### src/rtl/cups_pkg.sv
// Shared types and default sizing for the three-cup pour puzzle blocks.
package cups_pkg;

  typedef enum logic [1:0] {
    LARGE  = 2'd0,
    MEDIUM = 2'd1,
    SMALL  = 2'd2
  } cup_t;

  typedef enum logic [2:0] {
    S_IDLE,
    S_DECIDE,
    S_ISSUE,
    S_DONE,
    S_FAIL
  } drv_state_t;

  localparam int DEF_CAP_L     = 12;
  localparam int DEF_CAP_M     = 8;
  localparam int DEF_CAP_S     = 5;
  localparam int DEF_TARGET    = 6;
  localparam int DEF_MAX_MOVES = 15;
  localparam int DEF_VW        = 4;

endpackage

### src/rtl/cups_pour_step.sv
// Combinational pour: moves min(src, room in dst) from one cup to another.
// Shared by the driver's shadow state and by plant models.
module cups_pour_step
  import cups_pkg::*;
#(
  parameter int VW = DEF_VW
) (
  input  logic [VW-1:0] vol_l,
  input  logic [VW-1:0] vol_m,
  input  logic [VW-1:0] vol_s,
  input  logic [VW-1:0] cap_l,
  input  logic [VW-1:0] cap_m,
  input  logic [VW-1:0] cap_s,
  input  cup_t          from,
  input  cup_t          to,
  output logic [VW-1:0] next_l,
  output logic [VW-1:0] next_m,
  output logic [VW-1:0] next_s
);

  logic [VW-1:0] src;
  logic [VW-1:0] dst;
  logic [VW-1:0] cap_dst;
  logic [VW-1:0] room;
  logic [VW-1:0] amt;

  // NOTE: every always_comb output gets a default first so no path leaves it unassigned (no latch).
  always_comb begin
    src     = '0;
    dst     = '0;
    cap_dst = '0;
    case (from)
      LARGE:   src = vol_l;
      MEDIUM:  src = vol_m;
      SMALL:   src = vol_s;
      default: src = '0;
    endcase
    case (to)
      LARGE:   begin dst = vol_l; cap_dst = cap_l; end
      MEDIUM:  begin dst = vol_m; cap_dst = cap_m; end
      SMALL:   begin dst = vol_s; cap_dst = cap_s; end
      default: begin dst = '0;    cap_dst = '0;    end
    endcase
    room = cap_dst - dst;
    amt  = (src < room) ? src : room;

    // Subtract then add keeps a degenerate from==to pour a no-op.
    next_l = vol_l - ((from == LARGE)  ? amt : '0) + ((to == LARGE)  ? amt : '0);
    next_m = vol_m - ((from == MEDIUM) ? amt : '0) + ((to == MEDIUM) ? amt : '0);
    next_s = vol_s - ((from == SMALL)  ? amt : '0) + ((to == SMALL)  ? amt : '0);
  end

endmodule

### src/rtl/cups_pour_driver.sv
// Greedy move generator for the three-cup pour puzzle with a valid/ack move stream.
// Optional plant cross-check enabled by defining CUPS_POUR_DRIVER_CHECK_EN.
module cups_pour_driver
  import cups_pkg::*;
#(
  parameter int CAP_L     = DEF_CAP_L,
  parameter int CAP_M     = DEF_CAP_M,
  parameter int CAP_S     = DEF_CAP_S,
  parameter int TARGET    = DEF_TARGET,
  parameter int MAX_MOVES = DEF_MAX_MOVES,
  parameter int VW        = DEF_VW
) (
  input  logic          clock,
  input  logic          reset_n,
  input  logic          start,
  output logic [1:0]    from,
  output logic [1:0]    to,
  output logic          move_valid,
  input  logic          move_ack,
  output logic          done,
  output logic          fail,
  output logic [3:0]    move_count,
  output logic [VW-1:0] vol_l,
  output logic [VW-1:0] vol_m,
  output logic [VW-1:0] vol_s
`ifdef CUPS_POUR_DRIVER_CHECK_EN
  ,
  input  logic [VW-1:0] plant_l,
  input  logic [VW-1:0] plant_m,
  input  logic [VW-1:0] plant_s,
  output logic          mismatch
`endif
);

  localparam logic [VW-1:0] CL   = VW'(CAP_L);
  localparam logic [VW-1:0] CM   = VW'(CAP_M);
  localparam logic [VW-1:0] CS   = VW'(CAP_S);
  localparam logic [VW-1:0] TGT  = VW'(TARGET);
  localparam logic [3:0]    MAXM = 4'(MAX_MOVES);

  drv_state_t    state;
  cup_t          from_q;
  cup_t          to_q;
  cup_t          rule_from;
  cup_t          rule_to;
  logic [VW-1:0] step_l;
  logic [VW-1:0] step_m;
  logic [VW-1:0] step_s;
  logic          plant_diff;

  assign from = from_q;
  assign to   = to_q;

`ifdef CUPS_POUR_DRIVER_CHECK_EN
  assign plant_diff = (plant_l != vol_l) || (plant_m != vol_m) || (plant_s != vol_s);
`else
  assign plant_diff = 1'b0;
`endif

  // Greedy rule: empty a full small cup first, refill an empty medium, else top up small.
  always_comb begin
    rule_from = MEDIUM;
    rule_to   = SMALL;
    if (vol_s == CS) begin
      rule_from = SMALL;
      rule_to   = LARGE;
    end else if (vol_m == '0) begin
      rule_from = LARGE;
      rule_to   = MEDIUM;
    end
  end

  cups_pour_step #(.VW(VW)) u_step (
    .vol_l  (vol_l),
    .vol_m  (vol_m),
    .vol_s  (vol_s),
    .cap_l  (CL),
    .cap_m  (CM),
    .cap_s  (CS),
    .from   (from_q),
    .to     (to_q),
    .next_l (step_l),
    .next_m (step_m),
    .next_s (step_s)
  );

  // NOTE: sequential state uses non-blocking assignments so all flops update together at the edge.
  always_ff @(posedge clock or negedge reset_n) begin
    if (!reset_n) begin
      state      <= S_IDLE;
      vol_l      <= CL;
      vol_m      <= '0;
      vol_s      <= '0;
      from_q     <= LARGE;
      to_q       <= MEDIUM;
      move_valid <= 1'b0;
      done       <= 1'b0;
      fail       <= 1'b0;
      move_count <= '0;
`ifdef CUPS_POUR_DRIVER_CHECK_EN
      mismatch   <= 1'b0;
`endif
    end else begin
      case (state)
        S_IDLE, S_DONE, S_FAIL: begin
          if (start) begin
            vol_l      <= CL;
            vol_m      <= '0;
            vol_s      <= '0;
            move_count <= '0;
            done       <= 1'b0;
            fail       <= 1'b0;
`ifdef CUPS_POUR_DRIVER_CHECK_EN
            mismatch   <= 1'b0;
`endif
            state      <= S_DECIDE;
          end
        end

        S_DECIDE: begin
          if (plant_diff) begin
`ifdef CUPS_POUR_DRIVER_CHECK_EN
            mismatch <= 1'b1;
`endif
            fail     <= 1'b1;
            state    <= S_FAIL;
          end else if (vol_l == TGT && vol_m == TGT) begin
            done  <= 1'b1;
            state <= S_DONE;
          end else if (move_count == MAXM) begin
            fail  <= 1'b1;
            state <= S_FAIL;
          end else begin
            from_q     <= rule_from;
            to_q       <= rule_to;
            move_valid <= 1'b1;
            state      <= S_ISSUE;
          end
        end

        S_ISSUE: begin
          if (move_ack) begin
            vol_l      <= step_l;
            vol_m      <= step_m;
            vol_s      <= step_s;
            move_count <= move_count + 4'd1;
            move_valid <= 1'b0;
            state      <= S_DECIDE;
          end
        end

        default: begin
          move_valid <= 1'b0;
          state      <= S_IDLE;
        end
      endcase
    end
  end

endmodule

### config.mk
export PLATFORM = sky130hd
export DESIGN_NAME = cups_pour_driver
export DESIGN_NICKNAME = d
export VERILOG_FILES = /design/src/rtl/cups_pkg.sv /design/src/rtl/cups_pour_step.sv /design/src/rtl/cups_pour_driver.sv
export SDC_FILE = /design/constraint.sdc
export NUM_CORES = 1
export LEC_CHECK = 0
export BUFFER_PORTS_ARGS = -buffer_cell sky130_fd_sc_hd__clkbuf_2
export CAP_MARGIN = 15
export CORE_MARGIN = 5
export CORE_UTILIZATION = 54
export DETAILED_ROUTE_END_ITERATION = 8
export PLACE_DENSITY = 0.84
export SLEW_MARGIN = 10
export SYNTH_ARGS = -nofsm -noshare
export SYNTH_HDL_FRONTEND = slang
export SYNTH_HIERARCHICAL = 1
export SYNTH_SLANG_ARGS = --single-unit
### constraint.sdc
create_clock -name clock -period 5.4 [get_ports clock]
set_input_delay 0.27 -clock clock [delete_from_list [all_inputs] [get_ports clock]]
set_output_delay 0.27 -clock clock [all_outputs]
set_load 0.005 [all_outputs]
Yosys cells after proc, flatten, opt, wreduce, memory -nomap -nowiden
Cells that the tools add are included.
Storage, ports and cells
  register bits after elaboration: 26
  input bits: 4
  output and inout port bits: 23
  logic and storage cells: 93
Operators by class
  add/sub/neg operators: 8
  magnitude comparators: 1
  eq/ne operators: 18
  multiplexer cells: 39
  bitwise logic cells: 3
  reductions and logical operators: 14
Operators by type and width (count)
  4-bit two-way mux: 13
  4-bit case mux with 3 select lines: 3
  4-bit case mux with 2 select lines: 4
  4-bit subtractor: 4
  4-bit adder: 3
  4-bit by 3-bit == test with 1-bit output (second input constant): 3
  3-bit two-way mux: 4
  2-bit != test (second input constant): 6
  3-bit case mux with 3 select lines: 1
  3-bit AND reduction: 3
  1-bit two-way mux: 8
  4-bit AND reduction: 2
  3-bit by 2-bit == test with 1-bit output (second input constant): 2
  2-bit two-way mux: 3
  4-bit by 1-bit adder with 4-bit output (second input constant): 1
  2-bit by 1-bit == test with 1-bit output (second input constant): 2
  2-bit == test (second input constant): 2
  4-bit == test (second input constant): 1
  2-bit logical NOT: 2
  4-bit logical NOT: 1
  4-bit < comparator: 1
  1-bit case mux with 2 select lines: 2
  2-bit nonzero test: 2
  3-bit by 1-bit == test with 1-bit output (second input constant): 1
  other kinds (7): 9

Depth between registers and ports, before layout
  depth in word-level cells: 10
  mapped depth: 26
  mapped depth without buffers: 25

Cells and area by module
The synthesis kept the hierarchy.
By module, submodules not included
  cups_pour_step: times used 1, cells each 179, area an instance 1372.6 sq um, sequential area each 0.0 sq um
  cups_pour_driver: times used 1, cells each 121, area an instance 1181.1 sq um, sequential area each 629.4 sq um

Worst setup path after synthesis
Ideal clock, no wire load.
  path kind: reg2reg
  start: register to_q[0], in the netlist to[0]
  end: register vol_l[3]
  data arrival time: 5.873 ns
  data required time: 5.317 ns
  setup slack: -0.556 ns
  stages on the path, launching flop included: 26
  path buffers: 1
  clock period less this slack: 5.956 ns
  cells stage by stage: dfstp_2 > and2b_1 > clkbuf_1 > nand2_1 > o21a_1 > ha_1 > a21o_1 > a21oi_1 > xnor3_1 > inv_1 > ha_1 > a21o_1 > a21oi_2 > mux2_2 > nor3_1 > fa_1 > inv_1 > ha_1 > a21o_1 > a21oi_1 > xor2_1 > nor3_1 > a221oi_1 > or4b_1 > nor3b_1 > a21oi_1
Between the ends
  word-level cells in the longest chain between the ends: 10
RTL lines
  start: declaration: line cups_pour_driver.sv:43  | cup_t to_q;
  start signal: assignment: line cups_pour_driver.sv:135  | to_q <= rule_to;
  2-bit == test, or another cell as far along: line cups_pour_step.sv:38  | case (to)
  4-bit case mux with 3 select lines: line cups_pour_step.sv:38
  4-bit subtractor: line cups_pour_step.sv:44  | room = cap_dst - dst;
  4-bit < comparator: line cups_pour_step.sv:45  | amt = (src < room) ? src : room;
  4-bit two-way mux: line cups_pour_step.sv:45
  4-bit two-way mux: line cups_pour_step.sv:48  | next_l = vol_l - ((from == LARGE) ? amt : '0) + ((to == LARGE) ? amt : '0);
  4-bit subtractor: line cups_pour_step.sv:48
  4-bit adder *: line cups_pour_step.sv:48
  via step_l[3]: line cups_pour_driver.sv:46  | logic [VW-1:0] step_l;
  4-bit two-way mux *: line cups_pour_driver.sv:142  | if (move_ack) begin
  4-bit case mux with 2 select lines *: line cups_pour_driver.sv:104  | case (state)
  end signal: assignment: line cups_pour_driver.sv:143  | vol_l <= step_l;
  end: declaration: line cups_pour_driver.sv:23  | output logic [VW-1:0] vol_l,
The timed path passes the listed nets; every way through them passes the cells marked *. The select of a mux whose other input is x is not followed.
A chain may end at the register's enable or synchronous reset.

Worst setup path in the final report
Same ends and word-level chain as after synthesis.

==> reports/metrics.yaml <==
post-place-ws_ns: -0.136
grt_max_degree: 30
die_w_um: 78.8
cts_buffers: 3
post-route-period-util_pct: 101
arrival_ns: 5.66
status: "complete, but fails checks"
syn_avg_cell_area_um2: 8.51
rows: 25
ant_nets: 0
globalRouteOverflowTotal: 0
max_stage_delay_ns: 0.56
totalWireLength_um: 6900
fin_crit_ns: 5.45
insertion_delay_ns: 0.28
clock_path_buffers: 2
r2r-start: "to[0]$_DFFE_PN1P_"
worstReg2RegEnd: "vol_l[3]$_DFFE_PN1P_"
grt_pass1_vias: 2473
antenna_cells: 0
holdWs_ns: -0.00496
fin_nets: 397
rrSetupSlack_ns: -0.05
slew_headroom_pct: 57.1
syn_inst: 300
crit_slowest_cell: "dfstp_2"
fillerInstances: 330
clock-sinks: 25
dr_total_vias: 2407
drt-wirelength-per-cell_um: 16.5
crit_type: "flop to flop"
ys_async_sr_fraction_pct: 100
endpoint: "vol_l[3]$_DFFE_PN1P_"
final_core_util_pct: 67.9
worst_slack_ns: -0.0510
cts-hold-fix-buffers: 0
globalRouteTotalUtil_pct: 23.6
place.gp.congestion: 0.949
viasPerCell: 5.77
synth_edf_count: 0
synth_cell_types: 52
dr.pass1.iters: 4
violations: "negative hold slack, negative setup slack"
critPathMaxFanout: 4
cp-startpoint: "to[0]$_DFFE_PN1P_"
core_area_mm2: 0.00466
drive_gt1_share_pct: 28.7
portBuffers: 26
rsz0062_at_grt: "yes"
cts-root-buf: "clkbuf_8"
critPathRequiredTime_ns: 5.61
ios: 27
finalHoldViolations: 22
ys_seq_area_share_pct: 24.6
synth_ff_type: "dfrtp_1"
finalSetupViolations: 1
dieHeight_um: 78.8
reg2reg_depth: 24
fmax_mhz: 183
grt_antenna_before_repair: 0
ys_ff_latch: 25
worstMarginPinSlew_ns: 0.643
dp_hpwl_um: 5210
critical_path.endpoint_type: "flop"
htree_levels: 1
hp-class: "input pin to asynchronous set/reset pin"
area_growth_pct: 24.0
die_area_mm2: 0.00620
final-max-slew-violation-count: 0
ys.warnings.count: 6
clkTransAtPathRegs_ns: 0.10
cap_violations: 0
crit_chain: "and2b_2 > nand2_1 > o21a_1 > ha_1 > a21o_1 > a21oi_2 > xnor3_2 > inv_2 > ha_4 > a21o_4 > a21oi_4 > mux2_4 > nor3_4 > fa_1 > inv_2 > ha_4 > a21o_1 > a21oi_4 > xor2_2 > buf_4 > a221oi_2 > or4b_4 > nor3b_2 > a21oi_1"
grt_pass1_wl_um: 11400
initial_core_util_pct: 54.8
skew_ns: 0.00189
drt_iter0_drc: 126
drc: 0
synth_area_mm2: 0.00255
cts_tree: "done"
critPathLaunchType: "flop"
repair_timing:
item                                    in CTS  in global routing
pin swaps                                    6                 14
buffers inserted                             7                  3
endpoints found under the setup margin       2                  3
resized for setup                            5                 14
state kept, by name, indices dropped and copies added, names as in the netlist:
signal / flops
vol_l: 4
from: 2
move_count: 4
vol_s: 4
move_valid: 1
done: 1
state: 3
to: 1
vol_m: 4
fail: 1
Yosys cell counts, drive strengths merged (4+ instances only):
cell type  number  share of area (%)
dfrtp          22                 22
nor3            5               0.98
ha             19                9.3
a21oi          15                3.5
mux2            6                2.8
xnor2           7                2.4
nand2          42                6.2
buf             8                2.4
fa             10                7.8
nand2b          5                1.2
mux2i          16                6.3
inv            31                4.6
xor2            8                2.7
nor2           20                2.9
nand3           6                1.2
o21ai          22                4.3
a21o            8                2.4
nor2b           4               0.98
stage by stage:
stage                     cell area (um2)  setup TNS, ns  instances  hold slack (ns)
after floorplan                      2650        -0.0172        310          -0.0256
after global placement               2950              0        403            0.319
after detailed placement             2950         -0.138        403            0.322
after CTS                            3080        -0.0390        414           0.0163
after global routing                 3170         -0.478        417           0.0429
final                                3170        -0.0510        417         -0.00496
critical path: cells and delay by family (launching register included):
family                     cells  cell delay, ns
adders and majority gates      4            1.13
xor gates and xnor gates       2            0.40
DFF                            1            0.56
muxes                          1            0.36
and+or+nand+nor                5            1.03
buffers and inverters          3            0.35
AOI/OAI and AO/OA              9            1.55
worst min path at each step:
stage             from                   endpoint  slack (ns)  depth (start not counted)
2_1_floorplan  reset_n           done$_DFFE_PN0P_       -0.03                          0
3_3_place_gp   reset_n       state[2]$_DFFE_PN0P_        0.32                          1
3_5_place_dp   reset_n       state[2]$_DFFE_PN0P_        0.32                          1
4_1_cts        reset_n       state[2]$_DFFE_PN0P_        0.02                          1
5_1_grt        reset_n  move_count[0]$_DFFE_PN0P_        0.04                          1
6_report       reset_n       state[2]$_DFFE_PN0P_      -0.005                          1
routing by layer:
layer	vias to the layer above	track usage [%]	wire length, um
met5	-	0	0
met4	0	11.9	181
met3	19	3.97	450
met2	98	41.2	3510
met1	1158	27.9	2760
li1	1132	-	-
cells in the final DEF (no fill, tap or decap), types with 3 or more instances in the layout:
| cell type | synthesis | routed |
|---|---|---|
| a21o_1 | 8 | 7 |
| a21oi_1 | 13 | 9 |
| a21oi_2 | 1 | 3 |
| a21oi_4 | 1 | 3 |
| and2_1 | 3 | 3 |
| buf_4 | 3 | 33 |
| clkbuf_2 | 0 | 26 |
| clkbuf_8 | 0 | 3 |
| conb_1 | 2 | 12 |
| dfrtp_1 | 22 | 22 |
| dfstp_2 | 3 | 3 |
| fa_1 | 10 | 10 |
| ha_1 | 19 | 16 |
| inv_1 | 31 | 29 |
| mux2_2 | 5 | 4 |
| mux2i_1 | 16 | 15 |
| nand2_1 | 42 | 41 |
| nand2b_1 | 5 | 5 |
| nand3_1 | 6 | 6 |
| nor2_1 | 20 | 18 |
| nor2b_1 | 4 | 4 |
| nor3_1 | 5 | 3 |
| o21a_1 | 3 | 3 |
| o21ai_0 | 20 | 19 |
| o21ai_1 | 2 | 3 |
| xnor2_1 | 7 | 5 |
| xor2_1 | 8 | 7 |
layout make-up:
type | instances | area [um2] | area share [%]
Multi-Input combinational cell | 243 | 1920 | 60.5
Sequential cell | 25 | 629 | 19.9
Clock buffer | 3 | 41.3 | 1.30
Clock inverter | 1 | 7.51 | 0.237
Inverter | 31 | 116 | 3.67
Timing Repair Buffer | 60 | 389 | 12.3
Tap cell | 54 | 67.6 | 2.13
cell families (layout without fill, tap and decap cells):
logic type,count (synthesis),after routing,synth area share [%]
mux,22,22,9.06
other cells,2,12,0.294
buf+inv,42,95,7.35
xor+xnor,16,16,6.03
simple gates,104,104,20.2
flops,25,25,24.6
fa+ha+maj,29,29,17.1
compound gates,60,60,15.3
Power is left out: the tool's default activity adds up to more than one toggle a clock period on the data nets, which glitch-free logic cannot reach.
